`src/rtl/drf_loader_pkg.sv`:
```
// Shared defaults, nibble framing constants and FSM encoding for the code loader.
package drf_loader_pkg;

  localparam int ADDR_W_DEF    = 9;
  localparam int WORD_W_DEF    = 16;
  localparam int NIB_W_DEF     = 4;
  localparam int COUNT_NIBS    = 3;
  localparam int NIBS_PER_WORD = 4;
  localparam int NIB_CNT_W     = $clog2(NIBS_PER_WORD);

  typedef enum logic [2:0] {
    IDLE  = 3'd0,
    COUNT = 3'd1,
    DATA  = 3'd2,
    WRITE = 3'd3,
    CHECK = 3'd4,
    DONE  = 3'd5,
    ERROR = 3'd6
  } state_t;

endpackage

```
`src/rtl/nibble_assembler.sv`:
```
// Shifts host nibbles MS-first into a word, counts nibbles per word and keeps
// a running XOR checksum of the data nibbles.
module nibble_assembler
  import drf_loader_pkg::*;
#(
  parameter int WORD_W = WORD_W_DEF,
  parameter int NIB_W  = NIB_W_DEF
) (
  input  logic                 clk,
  input  logic                 rst_n,
  input  logic                 clr_i,
  input  logic                 cnt_clr_i,
  input  logic                 shift_i,
  input  logic                 csum_en_i,
  input  logic [NIB_W-1:0]     nibble_i,
  output logic [WORD_W-1:0]    word_nxt_o,
  output logic [NIB_CNT_W-1:0] nib_cnt_o,
  output logic                 word_complete_o,
  output logic [NIB_W-1:0]     csum_o
);

  logic [WORD_W-1:0]    shift_q, shift_d;
  logic [NIB_CNT_W-1:0] cnt_q, cnt_d;
  logic [NIB_W-1:0]     csum_q, csum_d;

  // Word value including the nibble being accepted this cycle.
  assign word_nxt_o      = {shift_q[WORD_W-NIB_W-1:0], nibble_i};
  assign word_complete_o = shift_i && (cnt_q == NIB_CNT_W'(NIBS_PER_WORD - 1));
  assign nib_cnt_o       = cnt_q;
  assign csum_o          = csum_q;

  always_comb begin
    shift_d = shift_q;
    cnt_d   = cnt_q;
    csum_d  = csum_q;
    if (clr_i) begin
      shift_d = '0;
      cnt_d   = '0;
      csum_d  = '0;
    end else begin
      if (shift_i) begin
        shift_d = word_nxt_o;
        cnt_d   = word_complete_o ? '0 : cnt_q + 1'b1;
        if (csum_en_i) csum_d = csum_q ^ nibble_i;
      end
      if (cnt_clr_i) cnt_d = '0;
    end
  end

  always_ff @(posedge clk or negedge rst_n) begin
    if (!rst_n) begin
      shift_q <= '0;
      cnt_q   <= '0;
      csum_q  <= '0;
    end else begin
      shift_q <= shift_d;
      cnt_q   <= cnt_d;
      csum_q  <= csum_d;
    end
  end

endmodule

```
`src/rtl/code_loader.sv`:
```
// Loads a checksummed program image from a nibble-wide host link into code memory.
// state | meaning
// IDLE  | after reset, waiting for in_start; CPU held
// COUNT | receiving the 3-nibble word count
// DATA  | receiving the 4 nibbles of the next word
// WRITE | one-cycle write strobe to code memory
// CHECK | receiving the checksum nibble
// DONE  | verified load, CPU released
// ERROR | bad count or checksum; CPU held
module code_loader
  import drf_loader_pkg::*;
#(
  parameter int ADDR_W = ADDR_W_DEF,
  parameter int WORD_W = WORD_W_DEF,
  parameter int NIB_W  = NIB_W_DEF
) (
  input  logic              clk,
  input  logic              rst_n,
  input  logic              in_start,
  input  logic [NIB_W-1:0]  in_nibble,
  input  logic              in_nibble_valid,
  output logic              out_nibble_ready,
  output logic [ADDR_W-1:0] out_code_addr,
  output logic [WORD_W-1:0] out_code_data,
  output logic              out_code_wr_en,
  output logic              out_cpu_hold,
  output logic              out_busy,
  output logic              out_done,
  output logic              out_error
);

  localparam int CNT_W = COUNT_NIBS * NIB_W;
  localparam int MAX_N = 2 ** ADDR_W;

  state_t               state_q, state_d;
  logic [CNT_W-1:0]     count_q, count_d;
  logic [CNT_W-1:0]     idx_q, idx_d;
  logic [ADDR_W-1:0]    addr_q, addr_d;
  logic [WORD_W-1:0]    data_q, data_d;

  logic                 clr, cnt_clr, shift, csum_en, xfer;
  logic                 ready, busy, done, error, wr, hold;
  logic [WORD_W-1:0]    word_nxt;
  logic [NIB_CNT_W-1:0] nib_cnt;
  logic                 word_complete;
  logic [NIB_W-1:0]     csum;
  logic [CNT_W-1:0]     count_nxt;

  assign xfer      = in_nibble_valid && ready;
  assign count_nxt = word_nxt[CNT_W-1:0];

  nibble_assembler #(
    .WORD_W (WORD_W),
    .NIB_W  (NIB_W)
  ) u_asm (
    .clk             (clk),
    .rst_n           (rst_n),
    .clr_i           (clr),
    .cnt_clr_i       (cnt_clr),
    .shift_i         (shift),
    .csum_en_i       (csum_en),
    .nibble_i        (in_nibble),
    .word_nxt_o      (word_nxt),
    .nib_cnt_o       (nib_cnt),
    .word_complete_o (word_complete),
    .csum_o          (csum)
  );

  always_comb begin
    state_d = state_q;
    count_d = count_q;
    idx_d   = idx_q;
    addr_d  = addr_q;
    data_d  = data_q;
    clr     = 1'b0;
    cnt_clr = 1'b0;
    shift   = 1'b0;
    csum_en = 1'b0;
    ready   = 1'b0;
    busy    = 1'b0;
    done    = 1'b0;
    error   = 1'b0;
    wr      = 1'b0;
    hold    = 1'b1;
    unique case (state_q)
      IDLE, DONE, ERROR: begin
        done  = (state_q == DONE);
        error = (state_q == ERROR);
        hold  = (state_q != DONE);
        if (in_start) begin
          state_d = COUNT;
          clr     = 1'b1;
          idx_d   = '0;
        end
      end
      COUNT: begin
        ready = 1'b1;
        busy  = 1'b1;
        shift = xfer;
        if (xfer && nib_cnt == NIB_CNT_W'(COUNT_NIBS - 1)) begin
          cnt_clr = 1'b1;
          count_d = count_nxt;
          state_d = (count_nxt == '0 || 32'(count_nxt) > MAX_N) ? ERROR : DATA;
        end
      end
      DATA: begin
        ready   = 1'b1;
        busy    = 1'b1;
        shift   = xfer;
        csum_en = xfer;
        if (word_complete) begin
          state_d = WRITE;
          addr_d  = idx_q[ADDR_W-1:0];
          data_d  = word_nxt;
        end
      end
      WRITE: begin
        busy    = 1'b1;
        wr      = 1'b1;
        idx_d   = idx_q + 1'b1;
        state_d = (idx_q == count_q - 1'b1) ? CHECK : DATA;
      end
      CHECK: begin
        ready = 1'b1;
        busy  = 1'b1;
        if (xfer) state_d = (in_nibble == csum) ? DONE : ERROR;
      end
      default: state_d = IDLE;
    endcase
  end

  always_ff @(posedge clk or negedge rst_n) begin
    if (!rst_n) begin
      state_q <= IDLE;
      count_q <= '0;
      idx_q   <= '0;
      addr_q  <= '0;
      data_q  <= '0;
    end else begin
      state_q <= state_d;
      count_q <= count_d;
      idx_q   <= idx_d;
      addr_q  <= addr_d;
      data_q  <= data_d;
    end
  end

  assign out_nibble_ready = ready;
  assign out_code_addr    = addr_q;
  assign out_code_data    = data_q;
  assign out_code_wr_en   = wr;
  assign out_cpu_hold     = hold;
  assign out_busy         = busy;
  assign out_done         = done;
  assign out_error        = error;

endmodule

```
`config.mk`:
```
export PLATFORM = sky130hd
export DESIGN_NAME = code_loader
export DESIGN_NICKNAME = d
export VERILOG_FILES = /design/src/rtl/drf_loader_pkg.sv /design/src/rtl/nibble_assembler.sv /design/src/rtl/code_loader.sv
export SDC_FILE = /design/constraint.sdc
export NUM_CORES = 1
export LEC_CHECK = 0
export BUFFER_PORTS_ARGS = -buffer_cell sky130_fd_sc_hd__buf_2
export CELL_PAD_IN_SITES_DETAIL_PLACEMENT = 1
export CELL_PAD_IN_SITES_GLOBAL_PLACEMENT = 2
export CORE_ASPECT_RATIO = 0.9
export CORE_UTILIZATION = 39
export DETAILED_ROUTE_END_ITERATION = 6
export GPL_ROUTABILITY_DRIVEN = 1
export PLACE_DENSITY_LB_ADDON = 0.1
export SYNTH_ARGS = -nofsm -noshare
export SYNTH_HDL_FRONTEND = slang
export SYNTH_HIERARCHICAL = 1
export SYNTH_SLANG_ARGS = --single-unit
```
`constraint.sdc`:
```
create_clock -name clk -period 3.6 [get_ports clk]
set_input_delay 0.9 -clock clk [delete_from_list [all_inputs] [get_ports clk]]
set_output_delay 0.9 -clock clk [all_outputs]
set_load 0.02 [all_outputs]
```
==> results.py, run 1 <==
metrics = {
    "yosys": {
        "synth-warning-count": 6,
        "synth_top_area_frac": 0.469,
        "syn_area_per_cell_sq_um": 11.0,
        "synth_async_sr_flop_share": 1.00,
        "synth_edf_count": 0,
        "synthesis.nets": 350,
        "synth_area_sq_um": 3730,
        "yosysTopAreaCell": "dfrtp_1",
        "synth_ff_type": "dfrtp_1",
        "netlist_instances": 339,
        "synth_cell_types": 55,
        "seq_area_frac_synth": 0.469,
        "synth_commonest_cells": "dfrtp_1 (70), nor2_1 (33), mux2_1 (28)",
        "synth_seq_cells": 70,
        "synthTopCellsByArea": "dfrtp_1 (47%), mux2_1 (8.4%), mux2i_1 (5.9%), nor2_1 (3.3%), xnor2_1 (3.1%)",
        "yosysMostFrequentCell": "dfrtp_1",
    },
    "timing": {
        "slew_violations": 0,
        "min_period_ps": 3120,
        "setup-tns-final_ps": 0,
        "fmax_mhz": 320,
        "max_slew.worst_pin.slew_ps": 877,
        "finClkSkew_ps": 12.8,
        "setup_violations": 0,
        "grt_setup_unrepaired": "no",
        "post-route-period-util": 0.867,
        "hold_violations": 0,
        "max_slew_margin": 0.415,
        "whs_ps": 483,
        "layout_setup_ws_ps": 478,
    },
    "cts": {
        "numClockSinks": 70,
        "clockBufferDepth": 2,
        "path_clk_slew_ps": 80,
        "clkLatencyLatePin_ps": 360,
        "cts_tree": "yes",
        "cts-htree-levels": 3,
        "numCtsBuffers": 9,
        "postCtsSetupBuffers": 0,
        "ctsResizeCount": 0,
        "ctsHoldBuffers": 0,
        "cts_root_buf": "clkbuf_8",
    },
    "route": {
        "drc": 0,
        "vias": 2598,
        "wl_per_cell_um": 16.9,
        "drt_iter0_drc": 86,
        "routed_wl_um": 8370,
        "antenna_left": 0,
        "routed_via_density": 5.25,
        "drt_pass1_iterations": 4,
    },
    "power_and_ir_drop": {
        "p_sw_w": 0.00145,
        "clkPwrFrac": 0.181,
        "finalPower_w": 0.00339,
        "p_per_area_nw_per_um2": 810,
        "swShare": 0.429,
        "static-leakage-power_nw": 1.98,
        "combPwrFrac": 0.411,
        "seqPwrFrac": 0.408,
        "vdd_drop_max_mv": 0.297,
        "p_int_w": 0.00194,
    },
    "floorplan": {
        "pin_count": 39,
        "initial_core_util": 0.405,
        "die_width_um": 105,
        "rows": 33,
        "core_area_sq_um": 9210,
        "fp.dieH_um": 94.8,
        "dieArea_sq_um": 9970,
    },
    "worst_hold_path": {
        "min-delay-start": "out_code_addr[1]",
        "hold_class": "flop to flop",
        "holdPathEnd": "out_code_addr[1]",
        "holdPathStages": 1,
    },
    "grt": {
        "grt_max_degree": 37,
        "overflow": 0,
        "grt_use_total": 0.186,
        "grt_pass1_wl_um": 13900,
        "grt_pass1_vias": 2598,
        "antenna_found_initial": 0,
    },
    "place": {
        "port_buffers": 38,
        "gp_congestion": 0.779,
        "dp_hpwl_um": 5940,
        "preCtsSetupSlack_ps": 847,
    },
    "final_layout": {
        "final_nets": 379,
        "syn2layout_area_growth_pct": 12.1,
        "drive_gt1_frac": 0.233,
        "n_antenna_cell": 0,
    },
    "critical_path": {
        "crit_path_start_kind": "flop",
        "criticalPathCategory": "flop to output pin",
        "critPathArrivalTime_ps": 2220,
        "r2r-start": "count_q[0]",
        "cp-end-kind": "output pin",
        "rrSetupSlack_ps": 1160,
        "crit_required_ps": 2700,
        "r2r.worst_path.cells": 8,
        "cp_max_fo": 14,
        "r2r-end": "state_q[1]",
    },
    "run_status": {
        "run_status": "completed",
    },
    "job": {
        "drv_cap": 0,
    },
}
## worst max-delay path: stages, from the launching register on
cell,delay [ps]
dfrtp_1,660
nand3b_1,370
clkinv_1,320
or2_2,360
buf_2,160
## per-layer routing
layer,vias to the layer above,global-route usage,share of wire,wire [um]
met5,-,0,0,0
met4,0,0.0669,0.013,110
met3,14,0.0455,0.032,267
met2,41,0.284,0.45,3740
met1,1293,0.258,0.51,4260
li1,1250,-,-,-
## stage by stage
step | util | cells | cell area (sq um)
6_report | 0.454 | 495 | 4180
3_3_place_gp | 0.434 | 479 | 3990
2_1_floorplan | - | 339 | 3730
4_1_cts | 0.454 | 495 | 4180
5_1_grt | 0.454 | 495 | 4180
3_5_place_dp | 0.434 | 479 | 3990
## worst max path at each step
stage | from | cells after the start | to
3_5_place_dp | state_q[2] | 4 | out_busy
2_1_floorplan | in_nibble_valid | 8 | out_code_addr[5]
5_1_grt | state_q[2] | 4 | out_busy
4_1_cts | state_q[2] | 4 | out_busy
6_report | state_q[2] | 4 | out_busy
3_3_place_gp | state_q[2] | 4 | out_busy
## final cells by class
| class | instances | area, sq um |
|---|---|---|
| clock inverter | 6 | 52.6 |
| tap | 122 | 153 |
| multi-input combinational | 235 | 1820 |
| clock buffer | 10 | 138 |
| fill | 1027 | 5020 |
| timing repair buffer | 42 | 233 |
| inverter | 10 | 37.5 |
| sequential | 70 | 1750 |
## layout by cell type, fill, tap and decap left out, types with 3 or more instances in the layout
cell type  count
buf_4          3
mux2i_1       22
xnor2_1       13
o211ai_1       3
nor3b_1        3
a31oi_1        3
nor2_1        33
o21ai_1        8
nand2_1       17
nor2b_1        4
nand3_1       14
nor4_1         4
nor3_1         4
clkbuf_8      10
inv_6          3
mux2_4         3
inv_1          7
nand2b_1       5
xor2_1         7
ha_1           3
o21ai_0        5
buf_2         38
nand3b_1       5
a21oi_1        8
mux2_2        10
mux2_1        28
dfrtp_1       70
## power groups by stage
stage / registers (W) / clock network [W] / logic, W
2_1_floorplan: 0.00130 / 0 / 0.00117
3_3_place_gp: 0.00139 / 0 / 0.00138
3_5_place_dp: 0.00140 / 0 / 0.00140
4_1_cts: 0.00139 / 0.000639 / 0.00141
5_1_grt: 0.00144 / 0.000672 / 0.00154
6_report: 0.00138 / 0.000614 / 0.00139
## flip-flops by register name, indices dropped and copies added, names as in the netlist
register and count:
out_code_data 16, count_q 12, idx_q 12, u_asm/shift_q 12, out_code_addr 9, u_asm/csum_o 4
state_q 3, u_asm/nib_cnt_o 2
## cell families (layout without fill, tap and decap cells)
| logic type | Yosys count | count (layout) | synth area share |
|---|---|---|---|
| muxes | 63 | 63 | 0.186 |
| DFF | 70 | 70 | 0.469 |
| adders and majority gates | 3 | 3 | 0.0101 |
| AOI/OAI and AO/OA | 44 | 44 | 0.0868 |
| and+or+nand+nor | 105 | 105 | 0.152 |
| xor gates and xnor gates | 20 | 20 | 0.0469 |
| buffers and inverters | 34 | 68 | 0.0489 |
Power figures use the tool's default switching activity.
==> inputs of run 2 (changes only) <==
--- a/config.mk
+++ b/config.mk
@@ -5,11 +5,13 @@
 export SDC_FILE = /design/constraint.sdc
 export NUM_CORES = 1
 export LEC_CHECK = 0
+export ABC_AREA = 1
+export ABC_CLOCK_PERIOD_IN_PS = 3600
 export BUFFER_PORTS_ARGS = -buffer_cell sky130_fd_sc_hd__buf_2
 export CELL_PAD_IN_SITES_DETAIL_PLACEMENT = 1
 export CELL_PAD_IN_SITES_GLOBAL_PLACEMENT = 2
 export CORE_ASPECT_RATIO = 0.9
-export CORE_UTILIZATION = 39
+export CORE_UTILIZATION = 35
 export DETAILED_ROUTE_END_ITERATION = 6
 export GPL_ROUTABILITY_DRIVEN = 1
 export PLACE_DENSITY_LB_ADDON = 0.1
==> run 2 against run 1 <==
Hold slack better by 1.5 ps. Via count up 20%. First-iteration DRC count up 76%. Total power up 3.7%. Non-clock buffer count up 2. Clock skew down 7.4 ps. Utilization down 3.3 points. Fmax up 23%. Flip-flop and latch count unchanged. Critical endpoint is now out_code_data[11]. Largest cell class is now flip-flops and latches.
==> results.py, run 2 <==
metrics = {
    "place": {
        "place_inst": 626,
        "place_area_sq_um": 4050,
        "gp_congestion": 0.751,
        "dp_hpwl_um": 7760,
        "port_buffers": 38,
    },
    "final_layout": {
        "regArea_sq_um": 1750,
        "drive_gt1_frac": 0.203,
        "stdcell_area_sq_um": 4350,
        "syn2layout_area_growth_pct": 15.7,
        "largest_register_ffs": 16,
        "layout_commonest_cell": "nand2_1",
        "fin_cells": 641,
        "final_nets": 519,
        "fillCellCount": 1289,
        "final_cell_mix": "nand2_1 (108), dfrtp_1 (70), inv_1 (64)",
        "n_antenna_cell": 0,
        "multiInputGateArea_sq_um": 1630,
    },
    "critical_path": {
        "crit_top_cell": "nand2_1",
        "crit_cells": 12,
        "critPathTopFamily": "simple AND/OR/NAND/NOR gates",
        "crit_path_max_incr_delay_ps": 440,
        "r2r.worst_path.cells": 12,
        "crit_slowest_cell": "nand2_1",
        "critPathArrivalTime_ps": 2710,
        "crit_path_start_kind": "flop",
        "criticalPathCategory": "flop to flop",
        "cp_cell_sequence": "inv_1, nand3_1, nand2_1, inv_2, nor2_1, buf_4, nand2_1, inv_1, nand2_1, buf_4, nand2_1, o21ai_0",
        "cp_max_fo": 23,
        "path_buf_inv": 5,
        "crit_required_ps": 3780,
        "cp-end-kind": "flop",
    },
    "grt": {
        "grt_max_degree": 37,
        "grt_use_total": 0.196,
        "overflow": 0,
        "grt_pass1_wl_um": 17000,
        "antenna_found_initial": 0,
        "grt_pass1_vias": 3355,
    },
    "run_status": {
        "run_status": "completed",
    },
    "yosys": {
        "synth_ff_type": "dfrtp_1",
        "seq_area_frac_synth": 0.466,
        "synth_area_sq_um": 3760,
        "synth_edf_count": 0,
        "netlist_instances": 466,
        "synth_seq_cells": 70,
        "synth_top_area_frac": 0.466,
        "syn_area_per_cell_sq_um": 8.07,
        "yosysTopAreaCell": "dfrtp_1",
        "synth_async_sr_flop_share": 1.00,
        "synth_commonest_cells": "nand2_1 (108), dfrtp_1 (70), inv_1 (64)",
        "synth_cell_types": 37,
        "synthTopCellsByArea": "dfrtp_1 (47%), nand2_1 (11%), inv_1 (6.4%), nand3_1 (5.3%), o21ai_0 (4.4%)",
        "synthesis.nets": 477,
        "yosysMostFrequentCell": "nand2_1",
        "synth-warning-count": 6,
    },
    "cts": {
        "postCtsSetupBuffers": 0,
        "path_clk_slew_ps": 60,
        "cts_tree": "yes",
        "numClockSinks": 70,
        "cts-htree-levels": 3,
        "numCtsBuffers": 9,
        "ctsResizeCount": 0,
        "cts_root_buf": "clkbuf_16",
        "clkLatencyLatePin_ps": 330,
        "clockBufferDepth": 2,
        "ctsHoldBuffers": 0,
    },
    "route": {
        "routed_via_density": 4.85,
        "drt_pass1_iterations": 4,
        "drc": 0,
        "vias": 3112,
        "drt_iter0_drc": 151,
        "routed_wl_um": 9890,
        "antenna_left": 0,
        "wl_per_cell_um": 15.4,
    },
    "timing": {
        "slew_violations": 0,
        "finClkSkew_ps": 5.47,
        "hold_violations": 0,
        "post-route-period-util": 0.703,
        "fmax_mhz": 395,
        "min_period_ps": 2530,
        "setup_violations": 0,
        "max_slew_margin": 0.454,
        "grt_setup_unrepaired": "no",
        "max_slew.worst_pin.slew_ps": 818,
        "setup-tns-final_ps": 0,
    },
    "power_and_ir_drop": {
        "p_per_area_nw_per_um2": 808,
        "vdd_drop_max_mv": 0.273,
        "finalPower_w": 0.00351,
        "static-leakage-power_nw": 2.23,
    },
    "floorplan": {
        "fp.dieH_um": 100,
        "pin_count": 39,
        "rows": 35,
        "die_width_um": 111,
        "core_area_sq_um": 10300,
        "dieArea_sq_um": 11200,
        "initial_core_util": 0.364,
    },
    "worst_hold_path": {
        "hold_class": "flop to flop",
        "holdPathStages": 2,
    },
    "job": {
        "drv_cap": 0,
    },
}
==> run 2: cell families (layout without fill, tap and decap cells) <==
logic type               Yosys count  in the layout  share of synthesized area
multiplexers                       5              5                     0.0150
AO/OA/AOI/OAI                     75             75                      0.118
XOR/XNOR                          12             12                     0.0279
adder cells (fa/ha/maj)            3              3                    0.00998
flip-flops                        70             70                      0.466
AND/OR/NAND/NOR                  217            217                      0.263
buffers and inverters             84            130                      0.100
==> run 2: worst min-delay path: stages, from the launching register on <==
cell     delay (ps)
dfrtp_1         340
nand2_1          50
o21ai_0          60
==> run 2: metal layers <==
metal / part of all wire / global-route usage / wire length, um / vias to the layer above
li1: - / - / - / 1578
met1: 0.49 / 0.262 / 4850 / 1500
met2: 0.48 / 0.334 / 4790 / 24
met3: 0.013 / 0.0229 / 130 / 10
met4: 0.012 / 0.0624 / 114 / 0
met5: 0 / 0 / 0 / -
==> run 2: worst paths after layout <==
check,start,end,slack (ps)
max,state_q[2],out_code_data[11],1070
min,out_code_data[2],out_code_data[2],480
max reg2reg,state_q[2],out_code_data[11],1070
min reg2reg,out_code_data[2],out_code_data[2],480
max in group asynchronous,rst_n,count_q[7],2220
min in group asynchronous,rst_n,out_code_data[12],670
==> run 2: area by class of cell <==
cell class              instances  share of cell area
flip-flops and latches         70               0.403
multi-input cells             312               0.375
inverters                      71              0.0624
clock buffers                  10              0.0549
repair buffers                 44              0.0541
well taps                     129              0.0371
clock inverters                 5              0.0138
==> run 2: power breakdown <==
| part | switching, W | internal, W | total, W |
|---|---|---|---|
| combinational | 0.000950 | 0.000479 | 0.00143 |
| sequential | 0.000213 | 0.000984 | 0.00120 |
| clock | 0.000336 | 0.000552 | 0.000888 |
==> run 2: per-stage QoR <==
| stage | setup WS, ps | util | hold slack [ps] |
|---|---|---|---|
| detailed placement | 836 | 0.392 | 474 |
| CTS | 1000 | 0.421 | 488 |
| global route | 751 | 0.421 | 521 |
| global placement | 938 | 0.392 | 463 |
| floorplan | 1620 | - | 460 |
| finish | 1070 | 0.421 | 484 |
==> inputs of run 3 (changes only) <==
--- a/config.mk
+++ b/config.mk
@@ -5,8 +5,8 @@
 export SDC_FILE = /design/constraint.sdc
 export NUM_CORES = 1
 export LEC_CHECK = 0
-export ABC_AREA = 1
-export ABC_CLOCK_PERIOD_IN_PS = 3600
+export ABC_AREA = 0
+export ABC_CLOCK_PERIOD_IN_PS = 2200
 export BUFFER_PORTS_ARGS = -buffer_cell sky130_fd_sc_hd__buf_2
 export CELL_PAD_IN_SITES_DETAIL_PLACEMENT = 1
 export CELL_PAD_IN_SITES_GLOBAL_PLACEMENT = 2
==> constraint.sdc (replaced) <==
create_clock -name clk -period 2.2 [get_ports clk]
set_input_delay 0.55 -clock clk [delete_from_list [all_inputs] [get_ports clk]]
set_output_delay 0.55 -clock clk [all_outputs]
set_load 0.02 [all_outputs]
==> run 3 against run 2 <==
Worst setup slack worse by 1000 ps. Critical endpoint is now out_busy. Highest routed layer unchanged. Cell area is 7.8% higher. Global-route usage is 1.4 points lower. Sequential power is 81% higher.
==> results.py, run 3 (same netlist as run 1, synthesis figures left out) <==
metrics = {
    "run_status": {
        "run_status": "completed",
    },
    "timing": {
        "finClkSkew_ps": 6.55,
        "max_slew_margin": 0.665,
        "setup_violations": 0,
        "slew_violations": 0,
        "hold_violations": 0,
        "post-route-period-util": 0.981,
        "grt_setup_unrepaired": "yes",
        "max_slew.worst_pin.slew_ps": 502,
        "fmax_mhz": 463,
        "min_period_ps": 2160,
    },
    "final_layout": {
        "post-route-util": 0.456,
        "fin_cells": 530,
        "layout_commonest_cell": "dfrtp_1",
        "final_cell_mix": "dfrtp_1 (68), buf_2 (36), nor2_1 (33)",
        "stdcell_area_sq_um": 4690,
        "largest_register_ffs": 16,
        "drive_gt1_frac": 0.357,
        "n_antenna_cell": 0,
        "final_nets": 407,
        "syn2layout_area_growth_pct": 25.6,
        "fillCellCount": 1143,
    },
    "floorplan": {
        "dieArea_sq_um": 11100,
        "initial_core_util": 0.363,
        "die_width_um": 111,
        "core_area_sq_um": 10300,
        "pin_count": 39,
        "fp.dieH_um": 100,
        "rows": 35,
    },
    "grt": {
        "grt_pass1_vias": 2844,
        "busiest_layer": "met2",
        "grt_max_degree": 36,
        "use_met2": 0.280,
        "grt_pass1_wl_um": 15500,
        "antenna_found_initial": 0,
        "grt_util_met1": 0.252,
        "overflow": 0,
        "grt_use_total": 0.182,
        "use_met3": 0.0362,
    },
    "cts": {
        "cts-htree-levels": 3,
        "cts_root_buf": "clkbuf_16",
        "path_clk_slew_ps": 60,
        "cts_tree": "yes",
        "clockBufferDepth": 2,
        "numCtsBuffers": 9,
        "ctsHoldBuffers": 0,
        "numClockSinks": 70,
        "clkLatencyLatePin_ps": 330,
    },
    "route": {
        "drt_pass1_iterations": 4,
        "wl_per_cell_um": 17.4,
        "drt_iter0_drc": 109,
        "routed_wl_um": 9220,
        "antenna_left": 0,
        "drc": 0,
        "vias": 2729,
        "routed_via_density": 5.15,
    },
    "place": {
        "gp_congestion": 0.746,
        "dp_hpwl_um": 6430,
        "place_inst": 506,
        "place_area_sq_um": 4260,
        "port_buffers": 38,
    },
    "power_and_ir_drop": {
        "static-leakage-power_nw": 2.21,
        "vdd_drop_max_mv": 0.886,
        "p_per_area_nw_per_um2": 1450,
    },
    "critical_path": {
        "crit_required_ps": 1650,
        "cp-end-kind": "output pin",
        "crit_path_start_kind": "flop",
        "rrSetupSlack_ps": 100,
        "criticalPathCategory": "flop to output pin",
        "cp_max_fo": 6,
        "critPathArrivalTime_ps": 1610,
    },
    "worst_hold_path": {
        "hold_class": "input port to asynchronous set/reset pin",
    },
    "job": {
        "drv_cap": 0,
    },
}
run 3: through the flow:
stage	hold slack, ps	setup TNS, ps	setup slack (ps)	total power (W)
final	177	0	41.0	0.00678
after global routing	209	-7.73	-7.73	0.00724
after global placement	484	0	145	0.00498
after detailed placement	488	0	130	0.00502
after CTS	185	0	16.1	0.00678
after floorplan	254	-1090	-54.7	0.00423
run 3: what timing repair did:
item                       CTS  global route
setup endpoints to repair    2             3
buffers inserted             3             5
hold endpoints to repair     0             0
pin swaps                    1             2
gates resized for setup      8             5
run 3: path summary, 6_finish.rpt:
kind	start	to	cells after the start
worst max-delay path	state_q[1]	out_busy	5
worst min register to register	out_code_data[13]	out_code_data[13]	1
min in group clk	out_code_data[13]	out_code_data[13]	1
worst max register to register	state_q[1]	out_code_data[14]	7
max in group asynchronous	rst_n	state_q[1]	2
worst min-delay path	rst_n	out_code_data[7]	1
run 3: area by class of cell:
type	instances	area [sq um]	share of cell area
multi-input combinational	235	1930	0.411
sequential	70	1750	0.374
timing repair buffer	70	475	0.101
clock buffer	10	239	0.0510
tap	129	161	0.0344
clock inverter	6	93.8	0.0200
inverter	10	37.5	0.00800
run 3: per-layer routing:
metal / wire length, um / share of wire
met1: 4680 / 0.51
met3: 218 / 0.024
met5: 0 / 0
met4: 124 / 0.013
met2: 4200 / 0.46
run 3: critical path: stages (launching register included):
cell,delay (ps)
dfrtp_2,420
buf_8,130
or3b_4,400
o21ai_2,80
or2_4,130
buf_4,120
run 3: power by group:
| part | leakage [nW] | internal, W | total, W | switching [W] |
|---|---|---|---|---|
| combinational | 1.11 | 0.00147 | 0.00300 | 0.00153 |
| clock | 0.159 | 0.00103 | 0.00161 | 0.000583 |
| sequential | 0.937 | 0.00169 | 0.00217 | 0.000479 |
